### config.mk
export PLATFORM = sky130hd
export DESIGN_NAME = sprite_anim_ctrl
export DESIGN_NICKNAME = d
export VERILOG_FILES = /design/src/rtl/sprite_anim_ctrl.sv
export SDC_FILE = /design/constraint.sdc
export NUM_CORES = 1
export LEC_CHECK = 0
export CAP_MARGIN = 20
export CORE_UTILIZATION = 47
export DETAILED_ROUTE_END_ITERATION = 10
export PLACE_DENSITY = 0.81
export SETUP_SLACK_MARGIN = 0.15
export SLEW_MARGIN = 20
export SYNTH_ARGS = -nofsm -noshare
export SYNTH_HDL_FRONTEND = slang
export SYNTH_SLANG_ARGS = --single-unit
### constraint.sdc
create_clock -name Clk -period 2.1 [get_ports Clk]
set_input_delay 0.21 -clock Clk [delete_from_list [all_inputs] [get_ports Clk]]
set_output_delay 0.21 -clock Clk [all_outputs]
set_load 0.03 [all_outputs]
### src/rtl/sprite_anim_ctrl.sv
// sprite_anim_ctrl: per-character sprite frame sequencer, advancing once per vsync rising edge.
//   Clk       - system clock
//   Reset     - asynchronous active-high reset
//   vsync     - VGA vsync level, synchronous to Clk
//   vel_x     - signed horizontal velocity (two's complement, VEL_W bits)
//   on_ground - character standing on a surface
//   dead      - character killed
//   frame_sel - 0 idle, 1 walk1, 2 walk2, 3 jump, 4 dead, 5 skid
//   flip      - mirror horizontally (facing left)
//   anim_tick - one-cycle pulse on each accepted frame tick
// Optional macro SKID_ANIM_EN adds a one-tick skid frame on walking direction reversal.
module sprite_anim_ctrl #(
    parameter int WALK_DIV   = 8,
    parameter int RUN_THRESH = 4,
    parameter int VEL_W      = 10
) (
    input  logic             Clk,
    input  logic             Reset,
    input  logic             vsync,
    input  logic [VEL_W-1:0] vel_x,
    input  logic             on_ground,
    input  logic             dead,
    output logic [2:0]       frame_sel,
    output logic             flip,
    output logic             anim_tick
);
    localparam int CW = $clog2(WALK_DIV + 1);
`ifdef SKID_ANIM_EN
    typedef enum logic [2:0] {IDLE = 3'd0, WALK1 = 3'd1, WALK2 = 3'd2, JUMP = 3'd3, DEAD = 3'd4, SKID = 3'd5} state_t;
`else
    typedef enum logic [2:0] {IDLE = 3'd0, WALK1 = 3'd1, WALK2 = 3'd2, JUMP = 3'd3, DEAD = 3'd4} state_t;
`endif
    state_t          state_q, state_d;
    logic [CW-1:0]   cnt_q, cnt_d;
    logic            flip_q, flip_d;
    logic            vsync_q, vsync_q2;
    logic            tick, neg, nz, walking, wrap, flip_upd;
    logic [VEL_W:0]  vel_ext, vel_abs;
    logic [CW-1:0]   lim_m1;
    assign tick     = vsync_q & ~vsync_q2;
    assign neg      = vel_x[VEL_W-1];
    assign nz       = |vel_x;
    // one extra bit so the most negative velocity has a representable magnitude
    assign vel_ext  = {vel_x[VEL_W-1], vel_x};
    assign vel_abs  = neg ? -vel_ext : vel_ext;
    assign lim_m1   = (vel_abs < (VEL_W+1)'(RUN_THRESH)) ? CW'(WALK_DIV - 1) : CW'(WALK_DIV / 2 - 1);
    assign walking  = (state_q == WALK1) || (state_q == WALK2);
    // >= also catches a counter left above a freshly shortened run limit
    assign wrap     = cnt_q >= lim_m1;
    assign flip_upd = neg ? 1'b1 : nz ? 1'b0 : flip_q;
    always_comb begin
        state_d = state_q;
        cnt_d   = cnt_q;
        flip_d  = flip_q;
        if (tick) begin
            cnt_d = '0;
            if (dead || state_q == DEAD) begin
                state_d = DEAD;
            end else begin
                flip_d = flip_upd;
                if (!on_ground) state_d = JUMP;
                else if (!nz) state_d = IDLE;
`ifdef SKID_ANIM_EN
                else if (walking && (neg != flip_q)) begin
                    state_d = SKID;
                    flip_d  = flip_q;
                end
`endif
                else if (walking) begin
                    state_d = wrap ? ((state_q == WALK1) ? WALK2 : WALK1) : state_q;
                    cnt_d   = wrap ? '0 : cnt_q + 1'b1;
                end
                else state_d = WALK1;
            end
        end
    end
    always_ff @(posedge Clk or posedge Reset) begin
        if (Reset) begin
            state_q  <= IDLE;
            cnt_q    <= '0;
            flip_q   <= 1'b0;
            vsync_q  <= 1'b0;
            vsync_q2 <= 1'b0;
        end else begin
            state_q  <= state_d;
            cnt_q    <= cnt_d;
            flip_q   <= flip_d;
            vsync_q  <= vsync;
            vsync_q2 <= vsync_q;
        end
    end
    assign frame_sel = state_q;
    assign flip      = flip_q;
    assign anim_tick = tick;
endmodule
* After elaboration in Yosys (flattened, before gate mapping)
Index checks and enable logic that the tools add are counted.
** Operators by class
- Mux-type cells :: 15
- Bitwise logic cells :: 3
- Reduce and logical (&&, ||, !) cells :: 6
- Magnitude comparators :: 2
- Equal/unequal tests :: 4
- Add/sub/neg operators :: 2
** Operators by type and width (count)
- 2-to-1 mux 4 bit :: 5
- 2-to-1 mux 3 bit :: 6
- < comparator 11 x 3 -> 1 bit (second input constant) :: 1
- 2-to-1 mux 11 bit :: 1
- negation 11 bit :: 1
- OR reduction 10 bit :: 1
- != test 5 x 3 -> 1 bit (second input constant) :: 1
- adder 4 x 1 -> 4 bit (second input constant) :: 1
- greater-or-equal comparator 4 x 3 -> 1 bit :: 1
- == test 3 x 1 -> 1 bit (second input constant) :: 1
- == test 3 x 2 -> 1 bit (second input constant) :: 1
- == test 3 bit (second input constant) :: 1
- AND reduction 3 bit :: 1
- logical OR 1 bit :: 2
- 2-to-1 mux 1 bit :: 2
- 2-to-1 mux 2 bit :: 1
- inverter 1 bit :: 2
- AND reduction 2 bit :: 1
- nonzero test 2 bit :: 1
- bitwise AND 1 bit :: 1
** Storage, ports and cells
- Output and inout port bits :: 5
- Logic and storage cells :: 37
- Bits in registers :: 10
- Bits of input ports :: 15

* Depth between registers and ports, before layout
- Depth in word-level cells :: 10
- Mapped depth :: 8
- Mapped depth without buffers :: 8

* Least setup slack after synthesis
OpenSTA, ideal clock, no wires.
- Path kind :: in2reg
- From :: in vel_x[9]
- To :: reg cnt_q[2]
- Required time :: 1973 ps
- Buffers on the path :: 0
- Slack :: 509 ps
- Stages :: 7
- Setup time :: 127 ps
- Arrival time :: 1464 ps
- Cells stage by stage :: nor4_2 > a21oi_1 > ha_1 > nand2_1 > and3_1 > a41oi_1 > o22ai_1
** Between the ends
- Longest elaborated chain between the ends :: 10
- Elaborated cells on any way between the ends :: 11
- Classes of those cells :: add/sub (1); order compare (2); mux (7); reduce/logical (1)
** RTL lines
- from (decl) :: RTL line 20 : input logic [VEL_W-1:0] vel_x,
- negation 11 bit :: RTL line 45 : assign vel_abs = neg ? -vel_ext : vel_ext;
- 2-to-1 mux 11 bit :: RTL line 45
- < comparator 11 x 3 -> 1 bit :: RTL line 46 : assign lim_m1 = (vel_abs < (VEL_W+1)'(RUN_THRESH)) ? CW'(WALK_DIV - 1) : CW'(WALK_DIV / 2 - 1);
- 2-to-1 mux 3 bit :: RTL line 46
- greater-or-equal comparator 4 x 3 -> 1 bit :: RTL line 49 : assign wrap = cnt_q >= lim_m1;
- 2-to-1 mux 4 bit :: RTL line 71 : cnt_d = wrap ? '0 : cnt_q + 1'b1;
- 2-to-1 mux 4 bit :: RTL line 69 : else if (walking) begin
- 2-to-1 mux 4 bit (*) :: RTL line 62 : else if (!nz) state_d = IDLE;
- 2-to-1 mux 4 bit (*) :: RTL line 61 : if (!on_ground) state_d = JUMP;
- 2-to-1 mux 4 bit (*) :: RTL line 57 : if (dead || state_q == DEAD) begin
- to (signal assigned) :: RTL line 86 : cnt_q <= cnt_d;
- to (decl) :: RTL line 34 : logic [CW-1:0] cnt_q, cnt_d;
Every way passes the cells marked *; elsewhere a longest branch is shown, timed or not.
A chain may end at the register's enable or synchronous reset.

* Worst setup path after layout
- From :: in vel_x[4]
- To :: reg state_q[0], in the netlist frame_sel[0]
** Between the ends
- Longest elaborated chain between the ends :: 7
- Elaborated cells on any way between the ends :: 11
- Classes of those cells :: add/sub (1); order compare (2); eq/ne (1); mux (5); reduce/logical (2)
** RTL lines
- negation 11 bit :: RTL line 45
- 2-to-1 mux 11 bit :: RTL line 45
- < comparator 11 x 3 -> 1 bit :: RTL line 46
- 2-to-1 mux 3 bit :: RTL line 46
- greater-or-equal comparator 4 x 3 -> 1 bit :: RTL line 49
- != test 5 x 3 -> 1 bit (no line)
- AND reduction 2 bit (no line)
- to (signal assigned) :: RTL line 85 : state_q <= state_d;
- to (decl) :: RTL line 33 : state_t state_q, state_d;
Several ways; a longest one is shown, not always the timed one.

==> results by group <==
STA
  – Worst Skew: 0.005099 ns
  – Slew headroom: 63.38%
  – Max Fclk: 528.1 MHz
  – Transition time of the tightest slew-check pin: around 0.55 ns
  – RSZ-0062 raised after global routing: true
  – Tmin final: 1.894 ns
  – Setup_tns: 0 ns
  – Tcrit/Tclk final: 90.18%
  – Final worst slack: 0.2062 ns
  – Final Max Slew Viols: 0
  – Final setup violation count: 0
  – Fin. Hold Viols: 0

Synth
  – Prevailing post-synth register cell: dfrtp_1
  – Synth top cells by count: 10 x dfrtp_1, 6 x nand2_1, 4 x inv_1, 4 x nand4_1, 4 x nor2_1
  – Synth Cell Area: 618.1 µm²
  – Synth area leader: dfrtp_1
  – Post-Syn Instances: 64
  – Seq/Total Area, Yosys: 40.49%
  – Post-synth EDFFs: 0
  – Synth top area share: between 40% and 50%
  – Async set or reset register ratio after synthesis: 100.0%
  – Synth warn: 0
  – Unique cell type count in the Yosys netlist: 31
  – Syn Area/Cell: 9.658 µm²
  – Top post-synthesis cells by area: dfrtp_1 40%, ha_1 4.0%, nand4_1 4.0%, nand2_1 3.6%, nor4_4 3.4%
  – Most common cell in the netlist: dfrtp_1
  – Synthesized flop and latch total: 10
  – Post-Syn Nets: 81

Setup path
  – Crit path buffers/inverters: 1
  – Slowest cell on the critical path: clkdlybuf4s50_1
  – Slowest cell delay on critical path: 0.47 ns
  – CP top delay family: simple AND/OR/NAND/NOR gates
  – Reg2reg end: frame_sel[0]$_DFFE_PP0P_
  – Reg-to-reg startpoint: frame_sel[2]$_DFFE_PP0P_
  – Startpoint Class: input port
  – Crit end category: flip-flop
  – CP required: 2.29 ns
  – Worst path cell trace: clkdlybuf4s50_1, nor4_4, a21oi_1, ha_1, nand2_1, and3_2, nand3_1, a2bb2oi_2
  – Critical Path Fanout Max: 5
  – R2r setup slk: 0.62 ns
  – Crit path DAT: 2.08 ns
  – Worst Reg-to-Reg Cells: 3
  – Critical path class: input port to flip-flop

CTS
  – H-Tree Depth: 1
  – Clk Latency, worst-skew pair: ~0.26 ns
  – Post-CTS Setup Bufs: 0
  – Clock sink count: 10
  – Clock buffer depth: 2
  – CTS clk-pin slew, worst paths: around 0.060 ns
  – CTS tree: built
  – Cts bufs inserted: 3
  – Root Driver: clkbuf_4

Die
  – Die Area: 1464 µm²
  – Top-level I/O count: 20
  – Core area: about 1200 µm²
  – Initial core utilization: 52.78%
  – Die height: 38.27 µm
  – Die span in x: 38.27 µm
  – FP Rows: 12

Finish
  – Final core utilization: between 70% and 80%
  – Design area: 874.6 µm²
  – Fillers: 91
  – Area of the multi-input gates: 342.8 µm²
  – N_diodes: 0
  – Register area: 250.2 µm²
  – Share of cells above drive strength 1: between 10% and 20%
  – Area delta synth->final: 41.50%
  – Nets@finish: between 100 and 150
  – Number of cells in the finished layout apart from fillers: roughly 100

GRT
  – Initial antenna violation count: 0
  – First-pass GRT wire length: 2553 µm
  – Largest net degree at the start of global routing: 11
  – Vias in the first global route: 571
  – Total GRT Usage: 27.33%
  – Overflow after GRT: 0

Worst hold path
  – Hold Crit Class: input port to async pin

Status
  – Outcome: complete, no violations

Run
  – Max-cap viol count: 0

Route
  – DRC: 0
  – Post-DRT Antenna Nets: 0
  – Initial DRC Count: 15
  – Via count: 606
  – Average wire per standard cell: 15.76 µm
  – TritonRoute pass-1 iters: 4
  – Final wirelength: 1623 µm
  – Vias per cell: between 5 and 6

Placement
  – Area post-placement: 842.1 µm²
  – PortBufs: 19
  – GP Congestion: 0.8640
  – Pre-CTS WS: -0.1324 ns
  – Inst Count DP: 100

Power
  – Static Leak: 0.3608 nW
  – Maximum VDD drop: 548.8 µV
  – Cell area power density: 857.1 nW/µm²
## flip-flops by register name, summed over array words and instances, names as in the netlist
name and count:
flip 1, vsync_q 1, cnt_q 4, frame_sel 3
vsync_q2 1
## per-stage QoR
stage	power (mW)	hold WS, ns
global route	0.7985	0.2388
floorplan	0.4682	0.05018
finish	0.7496	0.2119
detailed placement	0.6120	0.3751
global placement	0.5995	0.3606
CTS	0.7456	0.2118
## final cells by class
class	instances	share of cell area (%)
repair buffers	23	25.46
inverters	5	2.146
clock buffers	3	2.575
multi-input cells	48	39.20
well taps	14	2.003
flip-flops and latches	10	28.61
## power breakdown
| part | switching [mW] | leakage, nW | internal, mW | total (mW) |
|---|---|---|---|---|
| combinational | 0.181 | 0.221 | 0.150 | 0.331 |
| sequential | 0.0628 | 0.126 | 0.231 | 0.294 |
| clock | 0.0589 | 0.0138 | 0.0659 | 0.125 |
| total | 0.303 | 0.361 | 0.447 | 0.750 |
## worst max path at each step
stage / startpoint / end / slack [ns] / cells after the start
floorplan: vel_x[9] / cnt_q[2]$_DFFE_PP0P_ / 0.51 / 7
global placement: vel_x[2] / cnt_q[2]$_DFFE_PP0P_ / -0.002 / 9
detailed placement: vel_x[9] / frame_sel[0]$_DFFE_PP0P_ / -0.13 / 8
CTS: vel_x[9] / frame_sel[0]$_DFFE_PP0P_ / 0.18 / 8
global route: vel_x[4] / cnt_q[2]$_DFFE_PP0P_ / 0.11 / 8
finish: vel_x[4] / frame_sel[0]$_DFFE_PP0P_ / 0.21 / 8
## worst register-to-register path, cell delays in order (launching register included)
cell and delay, ns:
dfrtp_1 0.44, a311oi_2 0.49, nand3_1 0.28, a2bb2oi_2 0.20
## cell families (layout without fill, tap and decap cells)
kind of cell	Yosys count	count (layout)	synth area share, %
AND/OR/NAND/NOR	26	26	25.50
AO/OA/AOI/OAI	17	17	19.84
flip-flops	10	10	40.49
buffers and inverters	6	31	5.261
adder cells (fa/ha/maj)	2	2	4.048
multiplexers	2	2	3.441
XOR/XNOR	1	1	1.417
## what timing repair did
action	4_1_cts	5_1_grt
resized for setup	0	3
setup endpoints to repair	0	6
hold buffers	0	0
## routing by layer
metal / wire length, µm / vias to the layer above / global-route usage (%)
li1: - / 299 / -
met1: 683 / 294 / 32.45
met2: 869 / 11 / 42.80
met3: 59 / 2 / 8.721
met5: 0 / - / 0
met4: 10 / 0 / 16.07
## cells in the final DEF (no fill, tap or decap), drive strengths merged, types with 2 or more instances in the layout
cell / n
a31oi: 2
clkbuf: 3
o21ai: 6
inv: 5
nor2: 4
nor4: 4
buf: 4
nand2: 6
nand2b: 3
and3: 2
nand4: 4
ha: 2
a311oi: 2
dfrtp: 10
clkdlybuf4s50: 18
(Power assumes the default switching activity.)
